`src/rtl/mem_dirty_range_walker.sv`:
```
// -----------------------------------------------------------------------------
// mem_dirty_range_walker
//
// Purpose:
//   This module watches NUM_PORTS memory write ports. It tracks the lowest start
//   byte and the highest end byte written since the last flush or clear, and
//   keeps a saturating count of write strobes. On request it runs a handshaked
//   walk over every word-aligned address in the dirty range. That walk feeds the
//   memory dump path toward debug/UART.
//
// Ports:
//   clk             rising-edge clock for all logic
//   global_flush_i  synchronous active-high reset; has priority over all inputs
//   clear_i         synchronous clear of range and count (walker unaffected)
//   mem_write_en_i  per-port write strobe
//   addr_in_use_i   port p start byte address at [p*ADDR_W +: ADDR_W]
//   size_i          port p log2 access bytes at [2p +: 2] (3 behaves as 2)
//   min_addr_o      lowest byte address written
//   max_addr_o      highest byte address written (last byte of the access)
//   range_valid_o   at least one write since flush/clear
//   write_count_o   write strobes seen, saturating at all-ones
//   dump_start_i    walk request, sampled only while idle
//   dump_valid_o    dump_addr_o holds a beat
//   dump_ready_i    consumer accepts the current beat
//   dump_addr_o     current word-aligned dump address
//   dump_last_o     current beat is the final one
//   dump_busy_o     walker is walking
//   dump_done_o     one-cycle pulse after a walk ends (or an empty request)
// -----------------------------------------------------------------------------
module mem_dirty_range_walker #(
  parameter int ADDR_W     = 32,
  parameter int NUM_PORTS  = 2,
  parameter int WORD_BYTES = 4,
  parameter int CNT_W      = 16
) (
  input  logic                        clk,
  input  logic                        global_flush_i,
  input  logic                        clear_i,
  input  logic [NUM_PORTS-1:0]        mem_write_en_i,
  input  logic [NUM_PORTS*ADDR_W-1:0] addr_in_use_i,
  input  logic [NUM_PORTS*2-1:0]      size_i,
  output logic [ADDR_W-1:0]           min_addr_o,
  output logic [ADDR_W-1:0]           max_addr_o,
  output logic                        range_valid_o,
  output logic [CNT_W-1:0]            write_count_o,
  input  logic                        dump_start_i,
  output logic                        dump_valid_o,
  input  logic                        dump_ready_i,
  output logic [ADDR_W-1:0]           dump_addr_o,
  output logic                        dump_last_o,
  output logic                        dump_busy_o,
  output logic                        dump_done_o
);

  localparam int PC_W  = $clog2(NUM_PORTS + 1);
  localparam int SUM_W = CNT_W + PC_W;

  localparam logic [ADDR_W-1:0] ADDR_ONES  = '1;
  localparam logic [ADDR_W-1:0] WORD_STEP  = ADDR_W'(WORD_BYTES);
  localparam logic [ADDR_W-1:0] ALIGN_MASK = ~ADDR_W'(WORD_BYTES - 1);
  localparam logic [SUM_W-1:0]  CNT_MAX    = {{PC_W{1'b0}}, {CNT_W{1'b1}}};

  typedef enum logic {
    S_IDLE = 1'b0,
    S_WALK = 1'b1
  } state_t;

  // ---------------------------------------------------------------------------
  // Per-port start/end addresses
  // ---------------------------------------------------------------------------
  logic [ADDR_W-1:0] port_addr [NUM_PORTS];
  logic [ADDR_W-1:0] port_end  [NUM_PORTS];

  for (genvar g = 0; g < NUM_PORTS; g++) begin : g_port
    logic [1:0]      eff_size;
    logic [ADDR_W:0] span;
    logic [ADDR_W:0] end_sum;

    assign port_addr[g] = addr_in_use_i[g*ADDR_W +: ADDR_W];
    assign eff_size     = (size_i[2*g +: 2] == 2'd3) ? 2'd2 : size_i[2*g +: 2];
    assign span         = (ADDR_W + 1)'(1) << eff_size;
    // The sum has one extra bit so that an access running past the top of the
    // address space clamps to all-ones and does not wrap to a small address.
    assign end_sum      = {1'b0, port_addr[g]} + span - (ADDR_W + 1)'(1);
    assign port_end[g]  = end_sum[ADDR_W] ? ADDR_ONES : end_sum[ADDR_W-1:0];
  end

  // ---------------------------------------------------------------------------
  // This-cycle reduction over the enabled ports
  // ---------------------------------------------------------------------------
  logic [ADDR_W-1:0] cyc_min;
  logic [ADDR_W-1:0] cyc_max;
  logic              any_en;
  logic [PC_W-1:0]   pop;

  // NOTE: every variable gets a default before the loop, so no path leaves it
  // unassigned and no latch is inferred.
  always_comb begin
    cyc_min = ADDR_ONES;
    cyc_max = '0;
    any_en  = 1'b0;
    pop     = '0;
    for (int p = 0; p < NUM_PORTS; p++) begin
      if (mem_write_en_i[p]) begin
        if (port_addr[p] < cyc_min) cyc_min = port_addr[p];
        if (port_end[p]  > cyc_max) cyc_max = port_end[p];
        any_en = 1'b1;
        pop    = pop + PC_W'(1);
      end
    end
  end

  // ---------------------------------------------------------------------------
  // Next range and count
  // ---------------------------------------------------------------------------
  logic [ADDR_W-1:0] min_d;
  logic [ADDR_W-1:0] max_d;
  logic              valid_d;
  logic [SUM_W-1:0]  cnt_sum;
  logic [CNT_W-1:0]  cnt_d;

  always_comb begin
    min_d   = min_addr_o;
    max_d   = max_addr_o;
    valid_d = range_valid_o;
    if (clear_i && !any_en) begin
      min_d   = ADDR_ONES;
      max_d   = '0;
      valid_d = 1'b0;
    end else if (any_en) begin
      // With no tracked range yet, or on a clear, this cycle's writes are the
      // first ones. Their bounds replace the old range and are not merged.
      if (clear_i || !range_valid_o) begin
        min_d = cyc_min;
        max_d = cyc_max;
      end else begin
        min_d = (cyc_min < min_addr_o) ? cyc_min : min_addr_o;
        max_d = (cyc_max > max_addr_o) ? cyc_max : max_addr_o;
      end
      valid_d = 1'b1;
    end
  end

  always_comb begin
    cnt_sum = {PC_W'(0), (clear_i ? CNT_W'(0) : write_count_o)} + {CNT_W'(0), pop};
    cnt_d   = (cnt_sum > CNT_MAX) ? {CNT_W{1'b1}} : cnt_sum[CNT_W-1:0];
  end

  // NOTE: sequential state uses non-blocking assignments only. This way every
  // register samples the pre-edge values and simulation matches the hardware.
  always_ff @(posedge clk) begin
    if (global_flush_i) begin
      min_addr_o    <= ADDR_ONES;
      max_addr_o    <= '0;
      range_valid_o <= 1'b0;
      write_count_o <= '0;
    end else begin
      min_addr_o    <= min_d;
      max_addr_o    <= max_d;
      range_valid_o <= valid_d;
      write_count_o <= cnt_d;
    end
  end

  // ---------------------------------------------------------------------------
  // Walker FSM
  // ---------------------------------------------------------------------------
  state_t            state_q;
  state_t            state_d;
  logic [ADDR_W-1:0] cur_q;
  logic [ADDR_W-1:0] stop_q;
  logic              done_q;
  logic              at_stop;
  logic              start_ok;
  logic              start_empty;
  logic              beat_fire;

  assign at_stop     = (cur_q == stop_q);
  assign start_ok    = (state_q == S_IDLE) && dump_start_i && range_valid_o;
  assign start_empty = (state_q == S_IDLE) && dump_start_i && !range_valid_o;
  assign beat_fire   = (state_q == S_WALK) && dump_ready_i;

  // State register
  always_ff @(posedge clk) begin
    if (global_flush_i) state_q <= S_IDLE;
    else                state_q <= state_d;
  end

  // Next-state logic
  always_comb begin
    state_d = state_q;
    case (state_q)
      S_IDLE:  if (start_ok) state_d = S_WALK;
      S_WALK:  if (beat_fire && at_stop) state_d = S_IDLE;
      default: state_d = S_IDLE;
    endcase
  end

  // Walk datapath. The snapshot comes from the registered range, so a write
  // in the same cycle as the start, or any later write, cannot change a walk
  // that is already running.
  always_ff @(posedge clk) begin
    if (global_flush_i) begin
      cur_q  <= '0;
      stop_q <= '0;
      done_q <= 1'b0;
    end else begin
      done_q <= start_empty || (beat_fire && at_stop);
      if (start_ok) begin
        cur_q  <= min_addr_o & ALIGN_MASK;
        stop_q <= max_addr_o & ALIGN_MASK;
      end else if (beat_fire && !at_stop) begin
        cur_q  <= cur_q + WORD_STEP;
      end
    end
  end

  // Output logic. It depends on state and registers only, so dump_ready_i has
  // no path to dump_valid_o.
  always_comb begin
    dump_valid_o = (state_q == S_WALK);
    dump_busy_o  = (state_q == S_WALK);
    dump_last_o  = (state_q == S_WALK) && at_stop;
    dump_addr_o  = cur_q;
    dump_done_o  = done_q;
  end

endmodule

```
`config.mk`:
```
export PLATFORM = sky130hd
export DESIGN_NAME = mem_dirty_range_walker
export DESIGN_NICKNAME = d
export VERILOG_FILES = /design/src/rtl/mem_dirty_range_walker.sv
export SDC_FILE = /design/constraint.sdc
export NUM_CORES = 1
export LEC_CHECK = 0
export BUFFER_PORTS_ARGS = -buffer_cell sky130_fd_sc_hd__buf_2
export CAP_MARGIN = 25
export CORE_MARGIN = 3
export CORE_UTILIZATION = 55
export DETAILED_ROUTE_END_ITERATION = 6
export PLACE_DENSITY = 0.76
export RECOVER_POWER = 100
export SYNTH_ARGS = -nofsm -noshare
export SYNTH_HDL_FRONTEND = slang
export SYNTH_SLANG_ARGS = --single-unit
```
`constraint.sdc`:
```
create_clock -name clk -period 12.8 [get_ports clk]
set_input_delay 2.56 -clock clk [delete_from_list [all_inputs] [get_ports clk]]
set_output_delay 2.56 -clock clk [all_outputs]
set_load 0.05 [all_outputs]
```
==> summary.md, run 1 <==
| Metric | Value |
|---|---|
| Clock network fraction of design power | `0.233` |
| Fin Setup TNS | `0 ns` |
| Hold Crit Start | `stop_q[28]` |
| Critical path's largest stage delay | `about 1.6 ns` |
| Resized Gates After CTS | `0` |
| FFs w/ async S/R, synth | `0` |
| Worst hold stages | `2` |
| Simple-gate area share of the yosys netlist | `0.215` |
| Endpoints failing setup | `0` |
| Worst setup SP type | `input pin` |
| Skew final | `0.0162 ns` |
| Num ports | `roughly 190` |
| CTS Hold Buffers Added | `0` |
| Distinct cells, synth | `80` |
| Internal power | `1.08 mW` |
| CTS tree | `done` |
| CTS clk-pin slew, worst paths | `~0.07 ns` |
| Total core area | `26,400 um2` |
| Reg-to-Reg Start | `max_addr_o[17]` |
| Warnings, synthesis | `0` |
| Tot GR Track Use | `0.348` |
| Vias in the first global route | `between 10,000 and 15,000` |
| Reg2reg path depth | `13` |
| Diode count | `0` |
| Slowest CP cell | `o21ai_0` |
| Crit Path Class | `input pin to flip-flop` |
| First-pass GRT wire length | `80,200 um` |
| RSZ-0062 raised after global routing | `false` |
| Prevailing post-synth register cell | `dfxtp_1` |
| Comb pwr share | `0.493` |
| Crit path time final | `11.92 ns` |
| R2R setup slack | `between 9 and 10 ns` |
| Post-synthesis sequential area ratio | `0.192` |
| F_max | `approximately 84 MHz` |
| Fill cells | `approximately 2,500` |
| Die Y | `between 150 and 200 um` |
| Via count | `~16,000` |
| Remaining DRCs | `2` |
| P_leak | `approximately 7.4 nW` |
| Switch Pwr | `around 0.99 mW` |
| Post-DRT Antenna Nets | `0` |
| Mapped cell area | `14,900 um2` |
| P&R area growth vs syn | `10.3%` |
| Synth Area in Compound Gates | `0.258` |
| Max-slew violation count | `117` |
| Share of cells above drive strength 1 | `0.0699` |
| Initial antenna violation count | `0` |
| Worst Path Arrival | `around 12 ns` |
| Mux share of post-synthesis cell area | `0.0228` |
| Largest family of logic cells by synthesized area | `compound AO/OA/AOI/OAI gates` |
| Place WS | `between 0.6 and 0.7 ns` |
| CP max FO | `28` |
| Initial Util | `0.566` |
| Max-cap violations | `3` |
| Status | `finished with violations` |
| Root Driver | `clkbuf_16` |
| Setup bufs post-CTS | `0` |
| Post-synth EDFFs | `0` |
| Syn Area/Cell | `around 7.4 um2` |
| Critical Path Start | `addr_in_use_i[31]` |
| Crit end category | `flip-flop` |
| Die area | `29,200 um2` |
| Dpl cells | `roughly 2,500` |
| Switching share of power | `0.478` |
| Maximum VDD drop | `96.8 uV` |
| Avg WL per Cell | `21.1 um` |
| Slew margin rel. | `-1.43` |
| Setup ws final | `slightly below 0.9 ns` |
| # port buffers | `approximately 190` |
| Count of non-filler cells in the finished layout | `2,508` |
| Layout Nets | `about 2,500` |
| Hold Path End | `stop_q[28]` |
| Total CTS buffers | `17` |
| Pwr per Cell Area | `126 nW/um2` |
| Top Family by Delay on Critical Path | `compound AO/OA/AOI/OAI gates` |
| Yosys top cell area share | `0.192` |
| Final count of hold timing violations | `0` |
| DP Wirelength | `roughly 42,000 um` |
| Die W | `between 150 and 200 um` |
| XOR/XNOR share of the synthesized area | `0.0598` |
| Worst-Skew Late Latency | `roughly 0.43 ns` |
| Initial DRC Count | `1,729` |
| Buf/Inv on CP | `5` |
| Hold Path Class | `flip-flop to flip-flop` |
| Final WL | `roughly 53,000 um` |
| Placer Congestion | `between 1 and 1.5` |
| Worst slew pin tran | `about 3.6 ns` |
| Mapped Cells | `slightly above 2,000` |
| # clock sinks | `approximately 140` |
| Flop pwr share | `0.274` |
| Maximum root-to-sink buffer count | `2` |
| WP data required | `13.17 ns` |
| Pin count of the biggest net entering global routing | `82` |
| Top cells by area, synth | `dfxtp_1 19%, ha_1 18%, nand2_1 5.4%` |
| DRT Pass-1 Iters | `7` |
| Failing checks | `design-rule violations, max-capacitance violations, max-slew violations` |
| Final period util | `0.931` |
| Core Rows | `59` |
| Register bit total from synthesis | `between 100 and 150` |
| Synthesized-area fraction occupied by adder cells | `0.183` |
| Total Power | `2.07 mW` |
| H-tree depth | `4` |
| Vias per cell | `about 6.4` |
| Grt ovf | `0` |
| Reg2reg end | `max_addr_o[4]` |
| Post-synth top area cell | `dfxtp_1` |
| Hold slack | `roughly 0.47 ns` |
==> sequential cells by signal, summed over array words and instances, names as in the netlist <==
name,count
write_count_o,16
min_addr_o,32
dump_done_o,1
max_addr_o,32
range_valid_o,1
stop_q,30
dump_busy_o,1
dump_addr_o,30
==> power groups by stage <==
stage | combinational [mW] | sequential (mW) | clock, mW
floorplan | 0.592 | 0.684 | 0
finish | 1.02 | 0.569 | 0.484
global placement | 0.992 | 0.572 | 0
detailed placement | 1.01 | 0.573 | 0
global route | 1.12 | 0.571 | 0.503
CTS | 1.02 | 0.563 | 0.486
==> metal layers <==
| metal | wire length, um | part of all wire | GRT usage | vias to the layer above |
|---|---|---|---|---|
| met1 | 22300 | 0.42 | 0.464 | 7496 |
| met3 | 4210 | 0.080 | 0.0370 | 114 |
| met4 | 2570 | 0.049 | 0.153 | 0 |
| met2 | 23700 | 0.45 | 0.571 | 805 |
| li1 | - | - | - | 7574 |
| met5 | 0 | 0 | 0 | - |
==> tightest hold or removal path, delay by kind of cell (launching register included) <==
family | cells | cell delay (ns)
AOI/OAI and AO/OA | 1 | 0.05
DFF | 1 | 0.32
and+or+nand+nor | 1 | 0.05
==> final cells by class <==
cell class / count / area, um2 / area share
clock buffer: 17 / 425 / 0.0258
clock inverter: 15 / 146 / 0.00889
multi-input combinational: 1622 / 11000 / 0.671
inverter: 164 / 616 / 0.0374
sequential: 143 / 2860 / 0.174
tap: 335 / 419 / 0.0255
timing repair buffer: 212 / 955 / 0.0580
==> per-stage QoR <==
stage	instance area [um2]	util
6_report	16500	0.625
5_1_grt	16500	0.625
4_1_cts	16600	0.632
3_5_place_dp	16100	0.610
3_3_place_gp	16100	0.610
2_1_floorplan	14900	-
==> synth_stat cells, drive strengths merged, types with 14 or more instances <==
cell / number
o31ai: 21
xor2: 46
dfxtp: 143
nor3: 30
nand2: 215
inv: 164
nor2: 134
ha: 213
a221oi: 19
and3: 22
nand4: 43
o211ai: 16
clkbuf: 85
a21o: 48
nor4: 19
o21ai: 174
a211oi: 22
buf: 14
mux2i: 34
nand3: 105
nor2b: 21
nand2b: 27
o21a: 24
xnor2: 56
a21oi: 160
==> cell families after synthesis <==
family / after synthesis
adder cells (fa/ha/maj): 216
buffers and inverters: 263
other: 1
AND/OR/NAND/NOR: 669
multiplexers: 34
XOR/XNOR: 102
AO/OA/AOI/OAI: 599
flip-flops: 143
==> worst max path at each step <==
| stage | end | slack [ns] | cells past startpoint |
|---|---|---|---|
| after global placement | max_addr_o[5] | 0.97 | 39 |
| after detailed placement | max_addr_o[4] | 0.69 | 39 |
| after global routing | min_addr_o[2] | 0.17 | 29 |
| after CTS | max_addr_o[4] | 1.11 | 39 |
| after floorplan | max_addr_o[15] | 1.69 | 41 |
| final | min_addr_o[15] | 0.88 | 29 |
==> layout by cell type (no fill, tap or decap), types with 72 or more instances in the layout <==
| cell type | n |
|---|---|
| ha_1 | 213 |
| nor2_1 | 134 |
| clkbuf_1 | 121 |
| buf_2 | 72 |
| a21oi_1 | 157 |
| nand2_1 | 215 |
| nand3_1 | 104 |
| inv_1 | 164 |
| dfxtp_1 | 143 |
| o21ai_0 | 168 |
No activity file was read; power rests on OpenSTA's default activity.
==> inputs of run 2 (changes only) <==
--- a/config.mk
+++ b/config.mk
@@ -9,6 +9,7 @@
 export CAP_MARGIN = 25
 export CORE_MARGIN = 3
 export CORE_UTILIZATION = 55
+export CTS_BUF_LIST = sky130_fd_sc_hd__clkbuf_4
 export DETAILED_ROUTE_END_ITERATION = 6
 export PLACE_DENSITY = 0.76
 export RECOVER_POWER = 100
==> constraint.sdc (replaced) <==
create_clock -name clk -period 12.8 [get_ports clk]
set_input_delay 2.56 -clock clk [delete_from_list [all_inputs] [get_ports clk]]
set_output_delay 2.56 -clock clk [all_outputs]
set_load 0.005 [all_outputs]
==> run 2 against run 1 <==
  * Register-to-register slack worse by 0.08 ns
  * Clock skew up 0.021 ns
  * Sequential share of layout area grew 0.23 points
  * Cell area down 1.3%
  * Setup slack gained 0.030 ns
  * Largest power group unchanged
  * Largest cell class unchanged
  * Worst hold slack improved by 0.011 ns
  * Critical endpoint is now max_addr_o[6]
  * Critical path type unchanged
  * The run still ends with design-rule violations, max-capacitance violations, max-slew violations left
==> summary.md, run 2 (synthesis results as in run 1) <==
| Metric | Value |
|---|---|
| Status | `finished with violations` |
| Failing checks | `design-rule violations, max-capacitance violations, max-slew violations` |
| Post-DRT Antenna Nets | `0` |
| Root Driver | `clkbuf_4` |
| Hold Crit Start | `stop_q[28]` |
| DR WL met3 | `around 3900 um` |
| Finished Core Util | `0.617` |
| Worst Path Arrival | `12.32 ns` |
| Resized Gates After CTS | `0` |
| Placer Congestion | `between 1 and 1.5` |
| Num ports | `192` |
| CTS tree | `done` |
| Core Rows | `59` |
| Dpl cells | `2,475` |
| Total Power | `between 1.5 and 2 mW` |
| # clock sinks | `143` |
| DP Wirelength | `42,200 um` |
| Place WS | `between 0.6 and 0.7 ns` |
| Fin Setup TNS | `0 ns` |
| Hold Path End | `stop_q[28]` |
| F_max | `around 84 MHz` |
| Total core area | `between 20,000 and 30,000 um2` |
| Share of cells above drive strength 1 | `0.0971` |
| Max-cap violations | `3` |
| Setup ws final | `0.910 ns` |
| Die Y | `171 um` |
| Total CTS buffers | `17` |
| Die area | `approximately 29,000 um2` |
| Final period util | `0.929` |
| P_leak | `between 7 and 8 nW` |
| Max-slew violation count | `between 100 and 150` |
| Reg-to-Reg Start | `max_addr_o[17]` |
| Initial Util | `0.566` |
| Final count of hold timing violations | `0` |
| Reg2reg path depth | `13` |
| Top Registers | `max_addr_o: 32 flops, min_addr_o: 32 flops` |
| Via count | `approximately 16,000` |
| Worst slew pin tran | `roughly 3.7 ns` |
| # port buffers | `between 150 and 200` |
| Worst hold stages | `2` |
| CTS clk-pin slew, worst paths | `roughly 0.14 ns` |
| Skew final | `approximately 0.038 ns` |
| Worst-Skew Late Latency | `around 0.57 ns` |
| Setup bufs post-CTS | `0` |
| Final WL | `52,400 um` |
| CP max FO | `26` |
| Crit end category | `flip-flop` |
| Routed wl met2 | `roughly 24,000 um` |
| Die W | `about 170 um` |
| Remaining DRCs | `2` |
| Critical path's largest stage delay | `around 0.62 ns` |
| Vias per cell | `roughly 6.3` |
| Endpoints failing setup | `0` |
| P&R area growth vs syn | `8.84%` |
| Most common cell after layout, fill and taps aside | `nand2_1` |
| Worst setup SP type | `input pin` |
| Buf/Inv on CP | `6` |
| Pwr per Cell Area | `between 100 and 150 nW/um2` |
| First-pass GRT wire length | `79,300 um` |
| Vias in the first global route | `14,400` |
| R2R setup slack | `roughly 9.6 ns` |
| Top Family by Delay on Critical Path | `compound AO/OA/AOI/OAI gates` |
| Avg WL per Cell | `~21 um` |
| Hold Path Class | `flip-flop to flip-flop` |
| Reg2reg end | `max_addr_o[6]` |
| WP data required | `13.23 ns` |
| Tot GR Track Use | `0.344` |
| Maximum VDD drop | `roughly 50 uV` |
| Slowest CP cell | `o41a_1` |
| Count of non-filler cells in the finished layout | `approximately 2,500` |
| CTS Hold Buffers Added | `0` |
| RSZ-0062 raised after global routing | `false` |
| Most frequent cells in the layout | `215 x nand2_1, 213 x ha_1, 168 x o21ai_0` |
| Slew margin rel. | `-1.46` |
| H-tree depth | `4` |
| Fill cells | `around 2,500` |
| Met1 Routed Length | `between 20,000 and 25,000 um` |
| CP Depth | `39` |
| Crit path time final | `11.89 ns` |
| Grt ovf | `0` |
| Highest metal used | `met4` |
| Maximum root-to-sink buffer count | `2` |
| DRT Pass-1 Iters | `7` |
| Initial antenna violation count | `1` |
| Layout Nets | `2,451` |
| Crit Path Class | `input pin to flip-flop` |
| Initial DRC Count | `1,777` |
| Pin count of the biggest net entering global routing | `slightly above 80` |
[run 2: routing by layer]
layer	vias up	global-route usage
met3	107	0.0317
met4	0	0.151
met1	7464	0.463
met2	738	0.563
met5	-	0
li1	7577	-
[run 2: power breakdown]
group	switching, mW	internal [mW]
clock network	0.199	0.0860
registers	0.0753	0.492
logic	0.542	0.338
[run 2: how the worst max path moves through the flow]
| stage | startpoint | endpoint | slack [ns] |
|---|---|---|---|
| final | size_i[1] | max_addr_o[6] | 0.91 |
| after global routing | size_i[1] | max_addr_o[0] | 0.27 |
| after CTS | size_i[1] | max_addr_o[17] | 1.30 |
| after detailed placement | size_i[1] | max_addr_o[4] | 0.69 |
| after global placement | size_i[1] | max_addr_o[5] | 0.97 |
| after floorplan | size_i[1] | max_addr_o[15] | 1.69 |
[run 2: area by class of cell]
cell class	count	area, um2	area share
inverter	164	616	0.0379
clock buffer	17	128	0.00785
multi-input combinational	1622	11000	0.680
clock inverter	15	146	0.00901
sequential	143	2860	0.176
tap	335	419	0.0258
antenna	1	2.50	0.000154
timing repair buffer	212	1030	0.0632
[run 2: worst reg2reg max path, stage by stage, from the launching register on]
cell	delay, ns
dfxtp_1	0.47
inv_1	0.08
ha_1	0.32
a21o_1	0.16
a21o_1	0.17
a21oi_1	0.14
o21ai_0	0.08
a2111oi_0	0.40
a31oi_1	0.16
clkbuf_1	0.31
nor2_1	0.17
buf_4	0.28
o2bb2a_1	0.26
o31ai_1	0.06
[run 2: stage by stage]
step	cell area, um2	hold WS (ns)
after CTS	16300	0.479
after floorplan	14900	0.448
after detailed placement	16100	0.460
final	16200	0.482
after global placement	16100	0.454
after global routing	16200	0.505
